**src/rtl/vga_tim_pkg.sv**
```systemverilog
// Shared types and constants for the VGA timing generator: counter width,
// mode geometry struct and a few standard modes.
package vga_tim_pkg;

  localparam int CNT_W     = 11;
  localparam int MAX_TOTAL = 2048;

  typedef struct packed {
    logic [CNT_W-1:0] h_active;
    logic [CNT_W-1:0] h_fp;
    logic [CNT_W-1:0] h_sync;
    logic [CNT_W-1:0] h_bp;
    logic [CNT_W-1:0] v_active;
    logic [CNT_W-1:0] v_fp;
    logic [CNT_W-1:0] v_sync;
    logic [CNT_W-1:0] v_bp;
    logic             h_pol;
    logic             v_pol;
  } vga_mode_t;

  localparam vga_mode_t MODE_640X480 = '{
    h_active: 11'd640, h_fp: 11'd16, h_sync: 11'd96,  h_bp: 11'd48,
    v_active: 11'd480, v_fp: 11'd10, v_sync: 11'd2,   v_bp: 11'd33,
    h_pol: 1'b0, v_pol: 1'b0};

  localparam vga_mode_t MODE_800X600 = '{
    h_active: 11'd800, h_fp: 11'd40, h_sync: 11'd128, h_bp: 11'd88,
    v_active: 11'd600, v_fp: 11'd1,  v_sync: 11'd4,   v_bp: 11'd23,
    h_pol: 1'b1, v_pol: 1'b1};

  localparam vga_mode_t MODE_1024X768 = '{
    h_active: 11'd1024, h_fp: 11'd24, h_sync: 11'd136, h_bp: 11'd160,
    v_active: 11'd768,  v_fp: 11'd3,  v_sync: 11'd6,   v_bp: 11'd29,
    h_pol: 1'b0, v_pol: 1'b0};

  function automatic int unsigned axis_total(input int unsigned active, input int unsigned fp,
                                             input int unsigned sync, input int unsigned bp);
    return active + fp + sync + bp;
  endfunction

endpackage

```
**src/rtl/vga_tim.sv**
```systemverilog
// VGA timing bus: counts plus blank/sync flags, driven by vga_timing_gen.
interface vga_tim;

  logic [vga_tim_pkg::CNT_W-1:0] hcount;
  logic [vga_tim_pkg::CNT_W-1:0] vcount;
  logic                          hsync;
  logic                          vsync;
  logic                          hblnk;
  logic                          vblnk;

  modport out (output hcount, vcount, hsync, vsync, hblnk, vblnk);
  modport in  (input  hcount, vcount, hsync, vsync, hblnk, vblnk);

endinterface

```
**src/rtl/vga_axis_cnt.sv**
```systemverilog
// One timing axis: wrapping counter with registered blank/sync decode.
// Flags are decoded from the next count so they change on the same edge.
module vga_axis_cnt
  import vga_tim_pkg::*;
#(
  parameter int unsigned ACTIVE = 800,
  parameter int unsigned FP     = 40,
  parameter int unsigned SYNC   = 128,
  parameter int unsigned BP     = 88,
  parameter logic        POL    = 1'b1
) (
  input  logic             clk,
  input  logic             rst_n,
  input  logic             adv,
  output logic [CNT_W-1:0] count,
  output logic             wrap,
  output logic             blnk,
  output logic             sync,
  output logic             blnk_nxt
);

  localparam int unsigned TOTAL = axis_total(ACTIVE, FP, SYNC, BP);

  if (ACTIVE == 0 || SYNC == 0) begin : g_bad_zero
    $error("vga_axis_cnt: ACTIVE and SYNC must be non-zero");
  end
  if (TOTAL > MAX_TOTAL) begin : g_bad_total
    $error("vga_axis_cnt: axis total exceeds counter range");
  end

  localparam logic [CNT_W-1:0] LAST    = CNT_W'(TOTAL - 1);
  localparam logic [CNT_W-1:0] ACT_END = CNT_W'(ACTIVE);
  localparam logic [CNT_W-1:0] SYNC_LO = CNT_W'(ACTIVE + FP);
  localparam logic [CNT_W-1:0] SYNC_HI = CNT_W'(ACTIVE + FP + SYNC - 1);

  logic [CNT_W-1:0] count_nxt;
  logic             sync_nxt;

  assign wrap = (count == LAST);

  // NOTE: default assignment first so the held path never infers a latch.
  always_comb begin
    count_nxt = count;
    if (adv) count_nxt = wrap ? '0 : count + 1'b1;
  end

  assign blnk_nxt = (count_nxt >= ACT_END);
  assign sync_nxt = ((count_nxt >= SYNC_LO) && (count_nxt <= SYNC_HI)) ? POL : ~POL;

  // NOTE: non-blocking assignments for all registered state.
  always_ff @(posedge clk or negedge rst_n) begin
    if (!rst_n) begin
      count <= '0;
      blnk  <= 1'b0;
      sync  <= ~POL;
    end else begin
      count <= count_nxt;
      blnk  <= blnk_nxt;
      sync  <= sync_nxt;
    end
  end

endmodule

```
**src/rtl/vga_timing_gen.sv**
```systemverilog
// Parametrised VGA timing generator driving the vga_tim bus, plus de and
// line/frame strobes. Optional frame counter under VGA_TIM_FRAME_CNT_EN.
module vga_timing_gen
  import vga_tim_pkg::*;
#(
  parameter int unsigned H_ACTIVE   = 800,
  parameter int unsigned H_FP       = 40,
  parameter int unsigned H_SYNC     = 128,
  parameter int unsigned H_BP       = 88,
  parameter int unsigned V_ACTIVE   = 600,
  parameter int unsigned V_FP       = 1,
  parameter int unsigned V_SYNC     = 4,
  parameter int unsigned V_BP       = 23,
  parameter logic        H_SYNC_POL = 1'b1,
  parameter logic        V_SYNC_POL = 1'b1
) (
  input  logic        clk,
  input  logic        rst_n,
  input  logic        en,
  vga_tim.out         tim,
  output logic        de,
  output logic        line_start,
  output logic        frame_start
`ifdef VGA_TIM_FRAME_CNT_EN
  ,
  output logic [15:0] frame_cnt
`endif
);

  logic [CNT_W-1:0] hcount, vcount;
  logic             h_wrap, v_wrap;
  logic             hblnk_nxt, vblnk_nxt;
  logic             hsync, vsync, hblnk, vblnk;
  logic             frame_evt;

  vga_axis_cnt #(
    .ACTIVE(H_ACTIVE), .FP(H_FP), .SYNC(H_SYNC), .BP(H_BP), .POL(H_SYNC_POL)
  ) u_h_axis (
    .clk(clk), .rst_n(rst_n), .adv(en),
    .count(hcount), .wrap(h_wrap), .blnk(hblnk), .sync(hsync), .blnk_nxt(hblnk_nxt)
  );

  vga_axis_cnt #(
    .ACTIVE(V_ACTIVE), .FP(V_FP), .SYNC(V_SYNC), .BP(V_BP), .POL(V_SYNC_POL)
  ) u_v_axis (
    .clk(clk), .rst_n(rst_n), .adv(en & h_wrap),
    .count(vcount), .wrap(v_wrap), .blnk(vblnk), .sync(vsync), .blnk_nxt(vblnk_nxt)
  );

  assign tim.hcount = hcount;
  assign tim.vcount = vcount;
  assign tim.hsync  = hsync;
  assign tim.vsync  = vsync;
  assign tim.hblnk  = hblnk;
  assign tim.vblnk  = vblnk;

  // Strobes fire only when the counters actually advance into position 0.
  assign frame_evt = en & h_wrap & v_wrap;

  always_ff @(posedge clk or negedge rst_n) begin
    if (!rst_n) begin
      de          <= 1'b1;
      line_start  <= 1'b0;
      frame_start <= 1'b0;
`ifdef VGA_TIM_FRAME_CNT_EN
      frame_cnt   <= '0;
`endif
    end else begin
      de          <= ~(hblnk_nxt | vblnk_nxt);
      line_start  <= en & h_wrap;
      frame_start <= frame_evt;
`ifdef VGA_TIM_FRAME_CNT_EN
      if (frame_evt) frame_cnt <= frame_cnt + 16'd1;
`endif
    end
  end

endmodule

```
**src/flat_wrapper.sv**
```systemverilog
// flat-port wrapper written by rule: the top's interface ports become plain ports
module vga_timing_gen_flat import vga_tim_pkg::*;
#(
  parameter int unsigned H_ACTIVE   = 800,
  parameter int unsigned H_FP       = 40,
  parameter int unsigned H_SYNC     = 128,
  parameter int unsigned H_BP       = 88,
  parameter int unsigned V_ACTIVE   = 600,
  parameter int unsigned V_FP       = 1,
  parameter int unsigned V_SYNC     = 4,
  parameter int unsigned V_BP       = 23,
  parameter logic        H_SYNC_POL = 1'b1,
  parameter logic        V_SYNC_POL = 1'b1
)
  (clk, rst_n, en, de, line_start, frame_start, tim_hcount, tim_vcount, tim_hsync, tim_vsync, tim_hblnk, tim_vblnk);
  vga_tim tim_i ();
  input  logic clk;
  input  logic rst_n;
  input  logic en;
  output logic de;
  output logic line_start;
  output logic frame_start;
  output wire logic [$bits(tim_i.hcount)-1:0] tim_hcount;
  output wire logic [$bits(tim_i.vcount)-1:0] tim_vcount;
  output wire logic [$bits(tim_i.hsync)-1:0] tim_hsync;
  output wire logic [$bits(tim_i.vsync)-1:0] tim_vsync;
  output wire logic [$bits(tim_i.hblnk)-1:0] tim_hblnk;
  output wire logic [$bits(tim_i.vblnk)-1:0] tim_vblnk;
  assign tim_hcount = tim_i.hcount;
  assign tim_vcount = tim_i.vcount;
  assign tim_hsync = tim_i.hsync;
  assign tim_vsync = tim_i.vsync;
  assign tim_hblnk = tim_i.hblnk;
  assign tim_vblnk = tim_i.vblnk;
  vga_timing_gen #(.H_ACTIVE(H_ACTIVE), .H_FP(H_FP), .H_SYNC(H_SYNC), .H_BP(H_BP), .V_ACTIVE(V_ACTIVE), .V_FP(V_FP), .V_SYNC(V_SYNC), .V_BP(V_BP), .H_SYNC_POL(H_SYNC_POL), .V_SYNC_POL(V_SYNC_POL)) u_core (.clk(clk), .rst_n(rst_n), .en(en), .tim(tim_i), .de(de), .line_start(line_start), .frame_start(frame_start));
endmodule
```
**config.mk**
```make
export PLATFORM = sky130hd
export DESIGN_NAME = vga_timing_gen_flat
export DESIGN_NICKNAME = d
export VERILOG_FILES = /design/src/rtl/vga_tim_pkg.sv /design/src/rtl/vga_tim.sv /design/src/rtl/vga_axis_cnt.sv /design/src/rtl/vga_timing_gen.sv /design/src/flat_wrapper.sv
export SDC_FILE = /design/constraint.sdc
export NUM_CORES = 1
export LEC_CHECK = 0
export ABC_CLOCK_PERIOD_IN_PS = 5200
export BUFFER_PORTS_ARGS = -buffer_cell sky130_fd_sc_hd__buf_2
export CAP_MARGIN = 40
export CORE_UTILIZATION = 49
export CTS_CLUSTER_DIAMETER = 120
export DETAILED_ROUTE_END_ITERATION = 8
export MAX_ROUTING_LAYER = met4
export PLACE_DENSITY = 0.82
export SETUP_SLACK_MARGIN = 0.2
export SYNTH_ARGS = -nofsm -noshare
export SYNTH_HDL_FRONTEND = slang
export SYNTH_SLANG_ARGS = --single-unit
```
**constraint.sdc**
```tcl
create_clock -name clk -period 5.2 [get_ports clk]
set_input_delay 1.04 -clock clk [delete_from_list [all_inputs] [get_ports clk]]
set_output_delay 1.04 -clock clk [all_outputs]
set_load 0.005 [all_outputs]
```
==> metrics.txt, run 1 <==
status=finished, final reports clean; Synth Cell Area=about 1400 um2; synth top area cells=dfrtp_1 (49%), xnor2_1 (4.9%), nand2_1 (3.4%); first-pass GRT wire length=about 5000 um; vias in the first global route=1,048; Worst EP arrival=between 3 and 4 ns; total negative slack=0 ns; first drt pass iteration count=4; post-route ant nets=0; Final Slew Violations=0; Slew headroom=0.5846; vias=1,175; drt wl/cell=14.65 um; most frequent cells after synthesis=dfrtp_1 (28), nand2_1 (13), inv_1 (10), nor2_1 (8), xnor2_1 (8); Fin. Hold Viols=0; WP buf/inv=2; CTS tree=done; H-tree levels=2; hold_sp=u_core.u_h_axis.count[2]$_DFF_PN0_; hold path cells=1; CTS-repair resized insts=0; Die Wd=56.14 um; CP top delay family=simple AND/OR/NAND/NOR gates; Crit. End Element=flip-flop; port bufs=31; Initial Utilization=0.5209; hold_buf cts=0; CP max FO=12; fin util=0.6152; Largest stage delay, worst path=approximately 0.50 ns; Hold Path Class=reg2reg; PD cells=369.2 nW/um2; Distinct cells, synth=between 40 and 50; Placer Congestion=between 0.9 and 1; worst r2r dst=u_core.u_v_axis.sync$_DFF_PN0_; Main synth FF type=dfrtp_1; dpl hpwl=about 2200 um; Crit path required time=5.46 ns; area fraction of the dominant cell type after synthesis=0.4878; nets=between 150 and 200; Synth Register Bits=29; Async S/R FF share, synth=1.000; Final Skew=between 0.006 and 0.007 ns; Worst Hold Path EP=u_core.u_h_axis.count[2]$_DFF_PN0_; cell with the most instances after synthesis=dfrtp_1; largest net degree at the start of global routing=30; syn nets=around 140; grt total ovfl=0; # clock sinks=29; syn avg cell area=10.33 um2; fin area=~1700 um2; largest area contributor in the netlist=dfrtp_1; P_leak=~0.86 nW; WS Path Type=in2reg; period utilisation layout=0.5493; Synth-to-Final Area Change=18.12%; latest clock arrival within the worst-skew pair=0.34 ns; root buffer cell=clkbuf_4; routed wire length=3033 um; crit path cell chain=buf_2 > nand4_2 > or3_4 > inv_2 > a21boi_0 > a311o_1 > or3b_1 > a211oi_2; Die Area=around 3200 um2; post-synthesis sequential area ratio=0.5061; residual DRC count=0; Post-synth EDFFs=0; RSZ-0062 raised after global routing=false; initial antenna violation count=0; Final Setup Violations=0; gr usage total=0.2226; reg-to-reg critical path startpoint=u_core.u_v_axis.count[0]$_DFF_PN0_; Synth Instances=between 100 and 150; startpoint types=input port; Initial DRC Count=30; Setup crit start=en; Peak VDD IR=approximately 0.39 mV; total power=~0.63 mW; R2R cell count=8; r2r setup slk=roughly 2.6 ns; critical path's slowest cell=or3_4; actual slew at the worst max-slew pin=approximately 0.62 ns; Area after DPL=1608 um2; Top Ports=32; fmax=roughly 350 MHz; clk buf depth=2; Max Cap Viol=0; TritonCTS Buffers=5; total inserted antenna cells=0; minimum clock period=~2.9 ns; Worst-path clk slew=approximately 0.10 ns; vias per cell=~5.7; number of setup buffers added after CTS=0; Worst path depth=8; fraction of layout cells with a size suffix above 1=0.2841; Vert. Die Dim=56.14 um; Placeable Area=roughly 2800 um2; floorplan row count=19; synth warn=0
-- layer usage --
| layer | vias to the layer above | GRT usage | wire length (um) |
|---|---|---|---|
| met1 | 550 | 0.2961 | 1338 |
| met2 | 47 | 0.3180 | 1415 |
| met5 | - | - | 0 |
| li1 | 574 | - | - |
| met3 | 4 | 0.06977 | 233 |
| met4 | 0 | 0.09059 | 45 |
-- where the power goes --
group	leakage, nW	internal (mW)	switching, mW
logic	0.433	0.0641	0.0743
clock network	0.0445	0.114	0.0821
registers	0.382	0.256	0.0361
-- layout by cell type, fill, tap and decap left out, types with 5 or more instances in the layout --
cell type  netlist  final
buf_2            0     31
clkbuf_4         0      5
dfrtp_1         28     28
inv_1           10     10
nand2_1         13     13
nand3_1          6      6
nor2_1           8      8
nor3_1           7      7
o21ai_0          6      6
xnor2_1          8      8
-- registers in the layout, indices dropped and copies added, names as in the netlist --
name	flops
u_core.u_h_axis.blnk	1
u_core.u_v_axis.blnk	1
u_core.u_h_axis.sync	1
u_core.u_h_axis.count	11
u_core.line_start	1
u_core.frame_start	1
u_core.u_v_axis.sync	1
u_core.u_v_axis.count	11
u_core.de	1
-- area by class of cell --
| cell class | count | area (um2) |
|---|---|---|
| multi-input cells | 97 | 645.6 |
| clock buffers | 6 | 51.30 |
| flip-flops and latches | 29 | 726.9 |
| repair buffers | 31 | 155.1 |
| clock inverters | 2 | 37.54 |
| fillers | 217 | 1061 |
| inverters | 11 | 41.29 |
| well taps | 31 | 38.79 |
-- metrics by stage --
stage	setup slack, ns	cells	hold WS (ns)
final	2.343	207	0.5471
after global routing	2.236	207	0.5685
after CTS	2.355	207	0.5477
after detailed placement	1.992	199	0.5332
after global placement	2.129	199	0.5356
after floorplan	2.415	139	0.5223
-- kinds of logic after synthesis --
family / after synthesis / synth area share
simple gates: 57 / 0.2265
flops: 29 / 0.5061
compound gates: 25 / 0.1254
buf+inv: 13 / 0.04442
xor+xnor: 12 / 0.07317
fa+ha+maj: 2 / 0.01742
mux: 1 / 0.006969
-- worst max-delay path by stage --
stage	end	slack, ns
finish	u_core.u_v_axis.sync$_DFF_PN0_	2.34
global route	u_core.u_v_axis.sync$_DFF_PN0_	2.24
CTS	u_core.u_v_axis.sync$_DFF_PN0_	2.35
detailed placement	u_core.u_v_axis.sync$_DFF_PN0_	1.99
global placement	u_core.u_v_axis.sync$_DFF_PN0_	2.13
floorplan	u_core.u_v_axis.sync$_DFF_PN0_	2.41
No activity file was read; power rests on OpenSTA's default activity.
==> inputs of run 2 (changes only) <==
ABC_CLOCK_PERIOD_IN_PS = 2900   (was 5200)
clock period = 2.9 ns   (was 5.2 ns; I/O delays follow)
==> metrics.txt, run 2 (synthesized netlist as in run 1, its figures left out) <==
vias=1,226 (+4.3%); total inserted antenna cells=0 (unchanged); fraction of layout cells with a size suffix above 1=0.2994 (+0.01534); initial antenna violation count=0 (unchanged); fmax=just under 400 MHz; Slew headroom=0.5844 (about the same); Crit. End Element=flip-flop; Final Slew Violations=0 (unchanged); TritonCTS Buffers=5 (unchanged); gr usage total=0.2269 (+0.004383); RSZ-0062 raised after global routing=false; WS Path Type=reg2reg; Final Skew=0.01341 ns (+0.007029 ns); Setup crit start=u_core.u_v_axis.count[0]$_DFF_PN0_; WHS=0.2461 ns (-0.3010 ns); Placer Congestion=0.9121 (+0.16%); H-tree levels=2 (unchanged); Fin. Hold Viols=0 (unchanged); Max Cap Viol=0 (unchanged); port bufs=31 (unchanged); Peak VDD IR=0.6742 mV (+72%); Die Area=3152 um2 (unchanged); root buffer cell=clkbuf_4; grt total ovfl=0 (unchanged); Die Wd=56.14 um (unchanged); final cell count without fillers=208 (+0.48%); startpoint types=flip-flop; routed wire length=3039 um (+0.20%); latest clock arrival within the worst-skew pair=0.34 ns (about the same); largest net degree at the start of global routing=30 (unchanged); vias per cell=5.894 (+3.8%); Synth-to-Final Area Change=17.77%; Crit path required time=3.15 ns (-2.31 ns); reg-to-reg critical path startpoint=u_core.u_v_axis.count[0]$_DFF_PN0_; dpl cells=199 (unchanged); # clock sinks=29 (unchanged); status=finished, final reports clean; Final Setup Violations=0 (unchanged); actual slew at the worst max-slew pin=0.6234 ns (+0.0002907 ns); Placeable Area=2758 um2 (unchanged); vias in the first global route=1,098 (+4.8%); Worst EP arrival=2.84 ns (-0.27 ns); first-pass GRT wire length=5078 um (+1.8%); post-route ant nets=0 (unchanged); biggest regs=u_core.u_h_axis.count x11, u_core.u_v_axis.count x11; first drt pass iteration count=4 (unchanged); R2R cell count=8 (unchanged); minimum clock period=approximately 2.6 ns; r2r setup slk=0.31 ns (-2.27 ns); period utilisation layout=0.8929; Initial DRC Count=56 (+87%); hold_buf cts=0 (unchanged); worst r2r dst=u_core.u_v_axis.sync$_DFF_PN0_; Vert. Die Dim=56.14 um (unchanged); drt wl/cell=14.61 um (-0.28%); PD cells=622.1 nW/um2 (+68%); P_leak=0.8564 nW (-0.31%); Initial Utilization=0.5209 (unchanged); commonest non-fill, non-tap cells in the layout=buf_2 (31), dfrtp_1 (27), nand2_1 (13); Hold Path Class=in2async; commonest non-fill, non-tap cell in the layout=buf_2; Top Ports=32 (unchanged); CP max FO=6 (-6); floorplan row count=19 (unchanged); dpl hpwl=2250 um (+1.4%); Worst-path clk slew=0.10 ns (about the same); nets=181 (+0.56%); residual DRC count=0 (unchanged); CTS tree=done; total negative slack=0 ns (unchanged); clk buf depth=2 (unchanged)
run 2: worst max-delay path by stage:
stage / depth (start not counted) / slack (ns) / endpoint
6_report: 8 / 0.31 / u_core.u_v_axis.sync$_DFF_PN0_
5_1_grt: 8 / 0.20 / u_core.u_v_axis.sync$_DFF_PN0_
4_1_cts: 8 / 0.28 / u_core.u_v_axis.sync$_DFF_PN0_
3_5_place_dp: 8 / 0.17 / u_core.u_v_axis.sync$_DFF_PN0_
3_3_place_gp: 8 / 0.29 / u_core.u_v_axis.sync$_DFF_PN0_
2_1_floorplan: 8 / 0.49 / u_core.u_v_axis.sync$_DFF_PN0_
run 2: power breakdown:
group          internal (mW)  switching [mW]  total (mW)
logic                  0.115           0.133       0.248
clock network          0.140           0.140       0.281
registers              0.459          0.0653       0.524
total                  0.714           0.338        1.05
run 2: repair_timing:
action                                  in CTS  in global routing
gates resized for setup                      0                  4
hold endpoints to repair                     0                  0
endpoints found under the setup margin       0                  2
setup buffers                                0                  1
run 2: routing by layer:
metal | track usage | vias to the layer above | wire [um]
met5 | - | - | 0
met4 | 0.1045 | 0 | 59
met3 | 0.07907 | 6 | 298
met2 | 0.3282 | 62 | 1410
met1 | 0.2875 | 589 | 1270
li1 | - | 569 | -
run 2: final cells by class:
type                            instances  area, um2
Clock buffer                            7      65.06
Clock inverter                          1      5.005
Fill cell                             226       1066
Inverter                               11      43.79
Multi-Input combinational cell         97      648.1
Sequential cell                        29      728.2
Tap cell                               31      38.79
Timing Repair Buffer                   32      162.7
run 2: worst max-delay path: stages (launching register included):
cell	delay [ns]
dfrtp_2	0.43
ha_2	0.22
or3b_2	0.46
or3_4	0.38
nand2_1	0.15
nor4_1	0.07
a21o_1	0.19
or3b_1	0.39
a211oi_2	0.20
run 2: through the flow:
stage          setup slack [ns]  total power, mW  utilization  instance area, um2
5_1_grt                  0.2043            1.114       0.6134                1692
6_report                 0.3106            1.052       0.6134                1692
4_1_cts                  0.2762            1.064       0.6084                1678
3_5_place_dp             0.1744           0.7786       0.5830                1608
2_1_floorplan            0.4902           0.6795            -                1436
3_3_place_gp             0.2903           0.7719       0.5830                1608
